**src/rtl/mc_ctrl_pkg.sv**
```systemverilog
// Shared encodings for the multicycle controller: FSM states, ALU op classes,
// instruction opcode/funct fields and the ALU function select values.
package mc_ctrl_pkg;

  typedef enum logic [3:0] {
    FETCH    = 4'd0,
    DECODE   = 4'd1,
    MEMADR   = 4'd2,
    MEMRD    = 4'd3,
    MEMWB    = 4'd4,
    MEMWR    = 4'd5,
    EXECUTE  = 4'd6,
    ALUWB    = 4'd7,
    BRANCH   = 4'd8,
    ADDIEXEC = 4'd9,
    ADDIWB   = 4'd10,
    JUMP     = 4'd11
  } state_t;

  typedef enum logic [1:0] {
    ALUOP_ADD   = 2'b00,
    ALUOP_SUB   = 2'b01,
    ALUOP_FUNCT = 2'b10,
    ALUOP_RSVD  = 2'b11
  } aluop_t;

  localparam logic [5:0] OP_LW    = 6'b100011;
  localparam logic [5:0] OP_SW    = 6'b101011;
  localparam logic [5:0] OP_RTYPE = 6'b000000;
  localparam logic [5:0] OP_BEQ   = 6'b000100;
  localparam logic [5:0] OP_ADDI  = 6'b001000;
  localparam logic [5:0] OP_J     = 6'b000010;

  localparam logic [5:0] F_ADD = 6'b100000;
  localparam logic [5:0] F_SUB = 6'b100010;
  localparam logic [5:0] F_AND = 6'b100100;
  localparam logic [5:0] F_OR  = 6'b100101;
  localparam logic [5:0] F_SLT = 6'b101010;

  localparam logic [2:0] ALU_AND = 3'b000;
  localparam logic [2:0] ALU_OR  = 3'b001;
  localparam logic [2:0] ALU_ADD = 3'b010;
  localparam logic [2:0] ALU_SUB = 3'b110;
  localparam logic [2:0] ALU_SLT = 3'b111;

  function automatic logic is_legal_op(input logic [5:0] op);
    return (op == OP_LW) || (op == OP_SW) || (op == OP_RTYPE) ||
           (op == OP_BEQ) || (op == OP_ADDI) || (op == OP_J);
  endfunction

endpackage

```
**src/rtl/alu_dec.sv**
```systemverilog
// ALU decoder: maps the controller's ALU op class and the instruction funct
// field onto the 3-bit ALU function select.
module alu_dec
  import mc_ctrl_pkg::*;
(
  input  aluop_t      aluop_i,
  input  logic [5:0]  funct_i,
  output logic [2:0]  alucontrol_o
);

  // funct only matters for R-type; unknown functs fall back to add
  always_comb begin
    alucontrol_o = ALU_ADD;
    case (aluop_i)
      ALUOP_ADD: alucontrol_o = ALU_ADD;
      ALUOP_SUB: alucontrol_o = ALU_SUB;
      ALUOP_FUNCT: begin
        case (funct_i)
          F_ADD:   alucontrol_o = ALU_ADD;
          F_SUB:   alucontrol_o = ALU_SUB;
          F_AND:   alucontrol_o = ALU_AND;
          F_OR:    alucontrol_o = ALU_OR;
          F_SLT:   alucontrol_o = ALU_SLT;
          default: alucontrol_o = ALU_ADD;
        endcase
      end
      default: alucontrol_o = ALU_ADD;
    endcase
  end

endmodule

```
**src/rtl/mc_controller.sv**
```systemverilog
// Multicycle Moore control unit: sequences each instruction through the FSM and
// drives datapath mux selects and write enables; writes are blocked in reset/stall.
module mc_controller
  import mc_ctrl_pkg::*;
(
  input  logic       clk,
  input  logic       reset,
  input  logic       stall,
  input  logic [5:0] op,
  input  logic [5:0] funct,
  input  logic       zero,
  output logic       pcen,
  output logic       irwrite,
  output logic       memwrite,
  output logic       regwrite,
  output logic       iord,
  output logic       memtoreg,
  output logic       regdst,
  output logic       alusrca,
  output logic [1:0] alusrcb,
  output logic [1:0] pcsrc,
  output logic [2:0] alucontrol,
  output logic       illegal
);

  state_t state_q, state_d;
  aluop_t aluop_s;
  logic   pcwrite_s, branch_s, irwrite_s, memwrite_s, regwrite_s, wr_block_s;

  // Next-state selection; op is only consulted in DECODE and MEMADR
  always_comb begin
    state_d = state_q;
    case (state_q)
      FETCH:  state_d = DECODE;
      DECODE: begin
        case (op)
          OP_LW, OP_SW: state_d = MEMADR;
          OP_RTYPE:     state_d = EXECUTE;
          OP_BEQ:       state_d = BRANCH;
          OP_ADDI:      state_d = ADDIEXEC;
          OP_J:         state_d = JUMP;
          default:      state_d = FETCH;
        endcase
      end
      MEMADR:   state_d = (op == OP_SW) ? MEMWR : MEMRD;
      MEMRD:    state_d = MEMWB;
      EXECUTE:  state_d = ALUWB;
      ADDIEXEC: state_d = ADDIWB;
      default:  state_d = FETCH;
    endcase
  end

  // State register; a stall freezes the sequence in place
  always_ff @(posedge clk or posedge reset) begin
    if (reset) begin
      state_q <= FETCH;
    end else if (!stall) begin
      state_q <= state_d;
    end else begin
      state_q <= state_q;
    end
  end

  // Moore output decode, ungated write enables
  always_comb begin
    iord       = 1'b0;
    memtoreg   = 1'b0;
    regdst     = 1'b0;
    alusrca    = 1'b0;
    alusrcb    = 2'b00;
    pcsrc      = 2'b00;
    aluop_s    = ALUOP_ADD;
    pcwrite_s  = 1'b0;
    branch_s   = 1'b0;
    irwrite_s  = 1'b0;
    memwrite_s = 1'b0;
    regwrite_s = 1'b0;
    illegal    = 1'b0;
    case (state_q)
      FETCH: begin
        alusrcb   = 2'b01;
        irwrite_s = 1'b1;
        pcwrite_s = 1'b1;
      end
      DECODE: begin
        alusrcb = 2'b11;
        illegal = !is_legal_op(op);
      end
      MEMADR, ADDIEXEC: begin
        alusrca = 1'b1;
        alusrcb = 2'b10;
      end
      MEMRD: iord = 1'b1;
      MEMWB: begin
        memtoreg   = 1'b1;
        regwrite_s = 1'b1;
      end
      MEMWR: begin
        iord       = 1'b1;
        memwrite_s = 1'b1;
      end
      EXECUTE: begin
        alusrca = 1'b1;
        aluop_s = ALUOP_FUNCT;
      end
      ALUWB: begin
        regdst     = 1'b1;
        regwrite_s = 1'b1;
      end
      BRANCH: begin
        alusrca  = 1'b1;
        aluop_s  = ALUOP_SUB;
        pcsrc    = 2'b01;
        branch_s = 1'b1;
      end
      ADDIWB: regwrite_s = 1'b1;
      JUMP: begin
        pcsrc     = 2'b10;
        pcwrite_s = 1'b1;
      end
      default: illegal = 1'b0;
    endcase
  end

  // Reset acts combinationally here so an asynchronous abort drops writes at once
  assign wr_block_s = reset | stall;
  assign pcen       = !wr_block_s & (pcwrite_s | (branch_s & zero));
  assign irwrite    = !wr_block_s & irwrite_s;
  assign memwrite   = !wr_block_s & memwrite_s;
  assign regwrite   = !wr_block_s & regwrite_s;

  alu_dec u_alu_dec (
    .aluop_i      (aluop_s),
    .funct_i      (funct),
    .alucontrol_o (alucontrol)
  );

endmodule
```
**config.mk**
```make
export PLATFORM = sky130hd
export DESIGN_NAME = mc_controller
export DESIGN_NICKNAME = d
export VERILOG_FILES = /design/src/rtl/mc_ctrl_pkg.sv /design/src/rtl/alu_dec.sv /design/src/rtl/mc_controller.sv
export SDC_FILE = /design/constraint.sdc
export NUM_CORES = 1
export LEC_CHECK = 0
export CAP_MARGIN = 20
export CORE_MARGIN = 2
export CORE_UTILIZATION = 34
export CTS_BUF_LIST = sky130_fd_sc_hd__clkbuf_8 sky130_fd_sc_hd__clkbuf_16
export DETAILED_ROUTE_END_ITERATION = 8
export PLACE_DENSITY_LB_ADDON = 0.12
export SYNTH_ARGS = -nofsm -noshare
export SYNTH_HDL_FRONTEND = slang
export SYNTH_SLANG_ARGS = --single-unit
```
**constraint.sdc**
```tcl
create_clock -name clk -period 2 [get_ports clk]
set_input_delay 0.4 -clock clk [delete_from_list [all_inputs] [get_ports clk]]
set_output_delay 0.4 -clock clk [all_outputs]
set_load 0.03 [all_outputs]
```
==> key figures <==
Pwr
  – Static Leakage: 0.646 nW
  – Maximum VDD drop: 0.000689 V
  – Pwr Density: 652 nW/um^2

STA
  – Final count of pins violating max slew: 0
  – Worst Tran Pin Value: 0.283 ns
  – Slew HR: 81.0%
  – Achievable Freq: 448 MHz
  – Fin crit share: 112%
  – Final setup vio count: 4
  – Hold_ws: 0.606 ns
  – Endpoints failing hold: 0
  – Clk_skew: 0.00501 ns
  – Final worst slack: -0.231 ns
  – RSZ-0062 raised after global routing: yes
  – Period minus WS final: 2.23 ns

Route
  – Vias per cell: 5.95
  – WL per Instance: 17.6 um
  – Routed Wire Length: 3.03 mm
  – 1st-iter DRT viols: 34
  – Antenna Nets Post-Route: 0
  – DRT Pass-1 Iters: 4
  – Via count: 1023
  – # DRC: 0

Logic synthesis
  – Number of synthesized register bits: 4
  – Cell variety after synth: 34
  – Synth Flop Type: dfrtp_1
  – YS warnings: 0
  – Synth Instances: 88
  – Syn nets: 106
  – Asr flop ratio synth: 100%
  – Post-Syn Area: 584 sq um
  – Register area share after synthesis: 17.1%
  – Avg Synthesized Cell Area: 6.64 sq um
  – Post-synth EDFFs: 0

Layout
  – Number of fill cells: 81
  – Max FFs per register: 4
  – Layout overhead on the synthesized area: 135%
  – Largest Register: state_q
  – Commonest cells after routing, fill and taps aside: 45 x buf_4, 10 x clkdlybuf4s50_1, 8 x nand2_1
  – Top Registers: state_q: 4 flops
  – Post-route insts no fill: 172
  – Ant. Diodes: 0
  – Most common cell after layout, fill and taps aside: buf_4
  – Final nets: 176
  – Proportion of layout cells with a drive suffix above 1: 51.9%

Clock tree
  – Clock buffer depth: 2
  – Worst-path clk slew: 0.03 ns
  – # clock sinks: 4
  – Clk_lat worst skew: 0.22 ns
  – # H-tree levels: 1
  – CTS Buf Count: 3
  – Root Buffer: clkbuf_8
  – Cts hold-fix bufs: 0
  – TritonCTS clock tree: yes

Floorplanning
  – Die Wd: 45.5 um
  – Die Area: 2070 sq um
  – IO Count: 32
  – Starting Density: 37.5%
  – Core area: 1560 sq um
  – Vert. Die Dim: 45.5 um
  – Rows: 14

Global route
  – Vias in the first global route: 925
  – Overall routing resource usage: 26.9%
  – Largest net degree at the start of global routing: 13
  – Initial antenna violation count: 0
  – GRT Residual Overflow: 0
  – First-pass GRT wire length: 4.04 mm

Hold path
  – Min-Delay Path Class: in2async

Placement
  – Port Buf Inserts: 31
  – Gpl congestion: 0.895
  – Placed Cells: 154
  – Post-DP HPWL: 1.67 mm

Setup path
  – Reg2reg start: state_q[3]$_DFFE_PP0N_
  – Reg2Reg Depth: 6
  – CP Max Fanout: 3
  – Critical Path Start Type: flip-flop
  – R2R Setup Slk: 0.27 ns
  – Critical R2R Capture: state_q[2]$_DFFE_PP0N_
  – Crit path kind: reg2out
  – Req. time, crit path: 1.60 ns
  – WP data arrival: 1.83 ns
  – CP Capture Type: output port

Run
  – Max Cap Violations: 0

Outcome
  – Failing checks: setup timing
  – Status: finished with violations
cell usage after synthesis (all sizes together) (2+ instances only):
cell	n	area [sq um]
a21oi	7	35.0
nand2	8	30.0
nor2b	2	12.5
xor2	2	17.5
buf	3	20.0
nor3	7	35.0
ha	2	25.0
o21ai	6	30.0
nor2	8	30.0
inv	8	30.0
nor4	4	31.3
nand2b	4	25.0
clkbuf	3	11.3
o22ai	2	12.5
a41oi	2	17.5
dfrtp	4	100
nand3	2	10.0
area by class of cell:
| cell class | count | area, sq um | area share, % |
|---|---|---|---|
| well taps | 16 | 20.0 | 1.46 |
| flip-flops and latches | 4 | 105 | 7.65 |
| repair buffers | 71 | 608 | 44.3 |
| inverters | 8 | 32.5 | 2.37 |
| clock buffers | 3 | 41.3 | 3.01 |
| multi-input cells | 70 | 567 | 41.3 |
kinds of logic after synthesis:
family,share of synthesized area [%]
flip-flops,17.1
adder cells (fa/ha/maj),4.28
XOR/XNOR,3.00
AO/OA/AOI/OAI,26.3
buffers and inverters,10.5
AND/OR/NAND/NOR,38.8
per-stage QoR:
stage	setup slack [ns]	util, %	power, mW	cell area [sq um]	TNS (ns)
after floorplan	-0.155	-	0.351	614	-0.185
after global placement	-0.458	68.9	0.559	1070	-0.729
after detailed placement	-0.528	68.9	0.571	1070	-0.857
after CTS	-0.180	79.7	0.811	1240	-0.468
after global routing	-0.258	88.1	0.932	1370	-0.875
final	-0.231	88.1	0.896	1370	-0.593
repair_timing:
item | in CTS | in global routing
buffers inserted | 12 | 9
endpoints found under the setup margin | 9 | 8
pin swaps | 8 | 11
resized for setup | 22 | 31
report_power, final:
part / internal (mW) / switching (mW)
Sequential: 0.0966 / 0.0231
Clock: 0.128 / 0.0429
Combinational: 0.287 / 0.318
Total: 0.512 / 0.384
worst max-delay path by stage:
stage,slack (ns),from,to
floorplan,-0.16,state_q[2]$_DFFE_PP0N_,alucontrol[2]
global placement,-0.46,funct[2],alucontrol[1]
detailed placement,-0.53,funct[2],alucontrol[1]
CTS,-0.18,state_q[3]$_DFFE_PP0N_,alucontrol[2]
global route,-0.26,state_q[3]$_DFFE_PP0N_,alucontrol[2]
finish,-0.23,state_q[1]$_DFFE_PP0N_,alucontrol[2]
critical path: stages, from the launching register on:
cell and delay, ns:
dfrtp_2 0.44, buf_4 0.16, nand3_4 0.09, inv_4 0.04, ha_4 0.23, buf_6 0.11
nand3b_1 0.22, o22ai_2 0.16, buf_6 0.15
layer usage:
metal / share of wire (%) / routed length, um / GRT usage, % / up-vias
met4: 5.5 / 168 / 11.8 / 0
met2: 48 / 1450 / 49.0 / 73
met3: 8.0 / 242 / 5.16 / 19
met1: 39 / 1170 / 29.8 / 478
li1: - / - / - / 453
met5: 0 / 0 / 0 / -
(Power assumes the default switching activity.)
